<file path="src/rtl/pipe_pkg.sv">
// Shared definitions for the pipeline stage register: default widths, reset and
// handler vectors, and the default-width stage entry layout.
package pipe_pkg;

  localparam int INSTR_W_DEF = 32;
  localparam int PC_W_DEF    = 32;
  localparam int EXC_W_DEF   = 5;

  localparam int          EXC_NONE   = 0;
  localparam logic [31:0] RESET_PC   = 32'h0000_3000;
  localparam logic [31:0] HANDLER_PC = 32'h0000_4180;

  typedef struct packed {
    logic [INSTR_W_DEF-1:0] instr;
    logic [PC_W_DEF-1:0]    pc;
    logic [PC_W_DEF-1:0]    pc8;
    logic [EXC_W_DEF-1:0]   exc;
    logic                   bd;
  } pipe_entry_t;

endpackage

</file>
<file path="src/rtl/pipe_entry_load.sv">
// Forms the entry written into M or S: bubble masking on clr plus the pc+8 add.
module pipe_entry_load
  import pipe_pkg::*;
#(
  parameter int INSTR_W = 32,
  parameter int PC_W    = 32,
  parameter int EXC_W   = 5
) (
  input  logic               clr,
  input  logic [INSTR_W-1:0] in_instr,
  input  logic [PC_W-1:0]    in_pc,
  input  logic [EXC_W-1:0]   in_exc,
  input  logic               in_bd,
  output logic [INSTR_W-1:0] ld_instr,
  output logic [PC_W-1:0]    ld_pc,
  output logic [PC_W-1:0]    ld_pc8,
  output logic [EXC_W-1:0]   ld_exc,
  output logic               ld_bd
);

  // A bubble keeps pc and bd so the exception PC of the slot stays correct.
  assign ld_instr = clr ? '0 : in_instr;
  assign ld_exc   = clr ? EXC_W'(EXC_NONE) : in_exc;
  assign ld_pc    = in_pc;
  assign ld_pc8   = in_pc + PC_W'(8);
  assign ld_bd    = in_bd;

endmodule

</file>
<file path="src/rtl/pipe_stage_reg.sv">
// Valid/ready pipeline stage register with bubble insertion, interrupt flush and
// an optional skid entry that registers in_ready.
module pipe_stage_reg #(
  parameter int              INSTR_W    = 32,
  parameter int              PC_W       = 32,
  parameter int              EXC_W      = 5,
  parameter logic [PC_W-1:0] RESET_PC   = PC_W'(pipe_pkg::RESET_PC),
  parameter logic [PC_W-1:0] HANDLER_PC = PC_W'(pipe_pkg::HANDLER_PC),
  parameter bit              SKID       = 1'b0
) (
  input  logic               clk,
  input  logic               reset,
  input  logic               req,
  input  logic               clr,
  input  logic               in_valid,
  output logic               in_ready,
  input  logic [INSTR_W-1:0] in_instr,
  input  logic [PC_W-1:0]    in_pc,
  input  logic [EXC_W-1:0]   in_exc,
  input  logic               in_bd,
  output logic               out_valid,
  input  logic               out_ready,
  output logic [INSTR_W-1:0] out_instr,
  output logic [PC_W-1:0]    out_pc,
  output logic [PC_W-1:0]    out_pc8,
  output logic [EXC_W-1:0]   out_exc,
  output logic               out_bd
);

  // Handshake: a transfer happens on a clock edge where valid and ready are both
  // high on the same side; neither side may make valid depend on ready.
  logic               m_valid, s_valid;
  logic [INSTR_W-1:0] m_instr, s_instr, ld_instr;
  logic [PC_W-1:0]    m_pc, s_pc, ld_pc;
  logic [PC_W-1:0]    m_pc8, s_pc8, ld_pc8;
  logic [EXC_W-1:0]   m_exc, s_exc, ld_exc;
  logic               m_bd, s_bd, ld_bd;
  logic               accept, drain;

  pipe_entry_load #(
    .INSTR_W (INSTR_W),
    .PC_W    (PC_W),
    .EXC_W   (EXC_W)
  ) u_load (
    .clr      (clr),
    .in_instr (in_instr),
    .in_pc    (in_pc),
    .in_exc   (in_exc),
    .in_bd    (in_bd),
    .ld_instr (ld_instr),
    .ld_pc    (ld_pc),
    .ld_pc8   (ld_pc8),
    .ld_exc   (ld_exc),
    .ld_bd    (ld_bd)
  );

  // With the skid entry, ready depends only on state, breaking the stall path.
  assign in_ready = SKID ? ~s_valid : (~m_valid | out_ready);
  assign accept   = in_valid & in_ready;
  assign drain    = m_valid & out_ready;

  always_ff @(posedge clk) begin
    if (reset || req) begin
      m_valid <= 1'b0;
      m_instr <= '0;
      m_pc    <= reset ? RESET_PC : HANDLER_PC;
      m_pc8   <= '0;
      m_exc   <= '0;
      m_bd    <= 1'b0;
      s_valid <= 1'b0;
      s_instr <= '0;
      s_pc    <= '0;
      s_pc8   <= '0;
      s_exc   <= '0;
      s_bd    <= 1'b0;
    end else if (SKID && drain && s_valid) begin
      m_instr <= s_instr;
      m_pc    <= s_pc;
      m_pc8   <= s_pc8;
      m_exc   <= s_exc;
      m_bd    <= s_bd;
      s_valid <= 1'b0;
      s_instr <= '0;
      s_pc    <= '0;
      s_pc8   <= '0;
      s_exc   <= '0;
      s_bd    <= 1'b0;
    end else if (accept) begin
      if (!SKID || !m_valid || drain) begin
        m_valid <= 1'b1;
        m_instr <= ld_instr;
        m_pc    <= ld_pc;
        m_pc8   <= ld_pc8;
        m_exc   <= ld_exc;
        m_bd    <= ld_bd;
      end else begin
        s_valid <= 1'b1;
        s_instr <= ld_instr;
        s_pc    <= ld_pc;
        s_pc8   <= ld_pc8;
        s_exc   <= ld_exc;
        s_bd    <= ld_bd;
      end
    end else if (drain) begin
      m_valid <= 1'b0;
    end
  end

  assign out_valid = m_valid;
  assign out_instr = m_instr;
  assign out_pc    = m_pc;
  assign out_pc8   = m_pc8;
  assign out_exc   = m_exc;
  assign out_bd    = m_bd;

endmodule
</file>
<file path="config.mk">
export PLATFORM = sky130hd
export DESIGN_NAME = pipe_stage_reg
export DESIGN_NICKNAME = d
export VERILOG_FILES = /design/src/rtl/pipe_pkg.sv /design/src/rtl/pipe_entry_load.sv /design/src/rtl/pipe_stage_reg.sv
export SDC_FILE = /design/constraint.sdc
export NUM_CORES = 1
export LEC_CHECK = 0
export ABC_CLOCK_PERIOD_IN_PS = 2500
export CAP_MARGIN = 40
export CORE_MARGIN = 4
export CORE_UTILIZATION = 58
export CTS_CLUSTER_DIAMETER = 150
export CTS_CLUSTER_SIZE = 10
export DETAILED_ROUTE_END_ITERATION = 10
export DONT_BUFFER_PORTS = 1
export HOLD_SLACK_MARGIN = 0.03
export PLACE_DENSITY = 0.74
export SYNTH_ARGS = -nofsm -noshare
export SYNTH_HDL_FRONTEND = slang
export SYNTH_SLANG_ARGS = --single-unit
</file>
<file path="constraint.sdc">
create_clock -name clk -period 2.5 [get_ports clk]
set_input_delay 0.375 -clock clk [delete_from_list [all_inputs] [get_ports clk]]
set_output_delay 0.375 -clock clk [all_outputs]
set_load 0.03 [all_outputs]
</file>
==> run summary <==
The number of standard-cell rows in the floorplan came out at 29. The die covers 8280 sq um. Relative to the synthesized area, the layout overhead comes to 6.52%.

The post-layout instance count excluding filler cells came out at 434. The worst path needs 1.80 ns of the cycle, external delays included. The leakage component of the power came out at 1.59 nW.

dfxtp_1 takes more of the synthesized area than any other cell. The number of hold buffers added after cts came out at 0. The clock latency of the later-clocked register in the worst-skew pair came out at 0.35 ns.

The critical path goes through nand2b_1 -> buf_4 -> and2_2 -> nor2_2 -> buf_4 -> a22o_1. The first routing iteration left 109 violations. The via count of the first global-routing pass came out at 2524.

The kind of path behind the tightest hold check is in -> reg. STA classifies the critical path startpoint as a register. The post-placement cell count is 418. The initial antenna violation count came out at 0. In this run the remaining antenna-violating nets after routing total 0. The H-tree depth reported by CTS came out at 3. The hold violation count in the final report is 0. The setup TNS after final layout is 0 ns. The startpoint identified for the worst hold timing path is in_pc[3]. After synthesis, the largest area contributor takes up 35.6% of total cell area. The worst setup timing slack at the placement stage is 0.682 ns.

The setup path with the least slack is of type reg -> reg. The area of the placeable core is 6530 sq um. The flow ran to the end, and the final reports show no timing, DRC or antenna violations. After technology mapping, the gate count stands at 355.

The most critical setup path has its startpoint at out_valid. The total global routing overflow is 0. The starting density of the core came out at 61.1%.

The number of buffer cells added on primary ports came out at 0. The remaining routing DRC violations is 0. Yosys attributes the largest share of cell area to dfxtp_1 36%, edfxtp_1 24%, a22o_1 8.1%. The total number of yosys warnings came out at 0. STA puts the critical path data arrival time at 2.10 ns. Pin placement for this block handled 180 I/O pins. The count of filler cells inserted in the layout is 494. The floorplan die width came out at 91.0 um. Setup repair after global routing left no endpoint under its margin. Synthesis produced a netlist with a net count of 432.

Derived from the worst setup path, the maximum achievable clock frequency is 554 MHz. Once the clock tree was built, the setup fixing pass inserted 0 buffers. The netlist area before placement came out at 3990 sq um.

At the end of routability-driven placement, the weighted congestion stood at 0.769. In this design, the stage delay of the slowest critical-path cell is 0.52 ns. Among cell families on the critical path, the largest total delay comes from buffers and inverters. In this run the power density over the cells is 742 nW/um^2. Together, buffers and inverters on the worst path number 2. Cells with a size suffix above 1 make up 9.80% of the layout.

In the post-route analysis, the smallest setup slack over all paths is 0.695 ns. The register bit count reported by yosys is 103. After synthesis, the netlist uses 35 different library cells. The async set-reset flop share out of synthesis is 0%. The largest individual stage delay along the critical path comes from the cell dfxtp_1. The estimated wirelength of the detail-placed design came out at 6.26 mm.

The wire length per cell after detailed routing is 20.1 um. The nature of the critical path endpoint is a register. The number of gates resized after CTS was 0.

The most prevalent standard cell on the critical path is buf_4. The count of inserted antenna diode cells came out at 0. The period utilization came out at 72.2%. For the worst setup path, the data required time is 2.79 ns. The total global routing track utilization is 21.2%. The total detailed-routing wirelength is 8.74 mm. The CTS clock-pin slew for the worst setup and hold paths came out at 0.09 ns. The number of synthesized flops with an enable pin came out at 32. The count of vias placed by the detailed router came out at 2653. The synthesized area per cell came out at 11.2 sq um.

Buffers inserted during clock tree synthesis total 9. At the pin with the least slew margin, the transition time is 0.710 ns. In the synthesized netlist the dominant register cell turns out to be dfxtp_1. The startpoint identified for the worst register-to-register timing path is out_valid.

The maximum buffer depth of the clock tree is 2. The clock sink total is 103. The number of pins exceeding their max-slew limit in the final report is 0. The via density per instance is 6.11. Before antenna repair, the detailed router went through 4 iterations.

The clock skew came out at 0.00776 ns. In this run the clock root is driven by a clkbuf_8. The tightest slew margin relative to the limit came out at 52.3%. The sequential element share of the synthesized area is 59.7%. The first-pass GRT wire length is 14.0 mm.

Along the worst path, the maximum fanout reaches 37. The reported max-cap violation count came out at 0. VDD sags by at most 0.000398 V. The number of nets in the layout came out at 429.

The TritonCTS clock tree is done. Entering global routing, the biggest net connects 62 pins. The final-report setup violation count came out at 0. The die extent in y is 91.0 um.
==> synth_stat cells (2+ instances only) <==
library cell	n
nand2_1	18
buf_2	8
and2_1	26
a22o_1	37
xnor2_1	8
o21ai_0	19
edfxtp_1	32
nand3_1	10
nor2_1	19
nor3_1	3
buf_6	3
nor2_2	2
nand4_1	10
a211oi_1	8
inv_1	5
dfxtp_1	71
and3_1	4
clkbuf_1	9
a21o_1	2
a21oi_1	26
nand3_2	2
xor2_1	19
nor4_1	2
==> where the power goes <==
part           internal, mW  total (mW)  switching, mW
clock network         0.456        1.01          0.555
logic                0.0623       0.159         0.0966
registers              1.80        1.99          0.186
==> worst register-to-register path, stage by stage (launching register included) <==
cell and delay (ns):
dfxtp_1 0.52, nand2b_1 0.12, buf_4 0.19, and2_2 0.21, nor2_2 0.12, buf_4 0.37
a22o_1 0.23
==> flip-flops by register name, indices dropped and copies added (netlist names) <==
signal,flops
out_bd,1
out_pc8,32
out_instr,32
out_exc,5
out_pc,32
out_valid,1
==> through the flow <==
stage          hold slack, ns  utilization (%)  power (mW)  cell area [sq um]
3_5_place_dp            0.480             62.1        2.18               4050
3_3_place_gp            0.474             61.8        2.18               4040
4_1_cts                0.0905             65.1        3.18               4250
5_1_grt                0.0957             65.1        3.28               4250
6_report                0.109             65.1        3.16               4250
2_1_floorplan           0.471                -        2.14               3990
==> routing by layer <==
layer	wire, um	share of wire [%]	vias to the layer above	global-route usage (%)
met3	1100	13	15	10.2
li1	-	-	1270	-
met1	3390	39	1240	25.7
met2	4080	47	128	32.1
met4	177	2.0	0	9.55
met5	0	0	-	0
==> cell type report <==
| cell class | instances | area (sq um) | area share (%) |
|---|---|---|---|
| Clock buffer | 11 | 163 | 3.82 |
| Clock inverter | 5 | 36.3 | 0.853 |
| Inverter | 6 | 22.5 | 0.530 |
| Multi-Input combinational cell | 225 | 1480 | 34.8 |
| Sequential cell | 103 | 2380 | 56.0 |
| Tap cell | 77 | 96.3 | 2.27 |
| Timing Repair Buffer | 7 | 72.6 | 1.71 |
==> worst paths after layout <==
path | slack [ns] | to | cells after the start
setup / recovery | 0.70 | out_instr[21] | 6
hold / removal | 0.11 | out_pc8[3] | 1
setup reg to reg | 0.70 | out_instr[21] | 6
hold reg to reg | 0.62 | out_pc8[0] | 2
==> logic make-up after synthesis <==
| kind of cell | share of synthesized area, % |
|---|---|
| simple gates | 15.0 |
| flops | 59.7 |
| compound gates | 15.8 |
| xor+xnor | 5.92 |
| buf+inv | 3.35 |
| fa+ha+maj | 0.313 |
==> cell usage in the layout, fill, tap and decap left out, types with 3 or more instances in the layout <==
cell,n
inv_1,5
nor2_1,18
xor2_1,19
clkbuf_8,10
a21oi_1,26
nand4_1,10
a211oi_1,8
buf_4,5
nor3_1,3
and2_1,25
nand3_1,10
xnor2_1,8
inv_4,3
a22o_1,37
dfxtp_1,71
and3_1,4
o21ai_0,19
nand2_1,18
edfxtp_1,32
nor2_2,3
(Power assumes the default switching activity.)
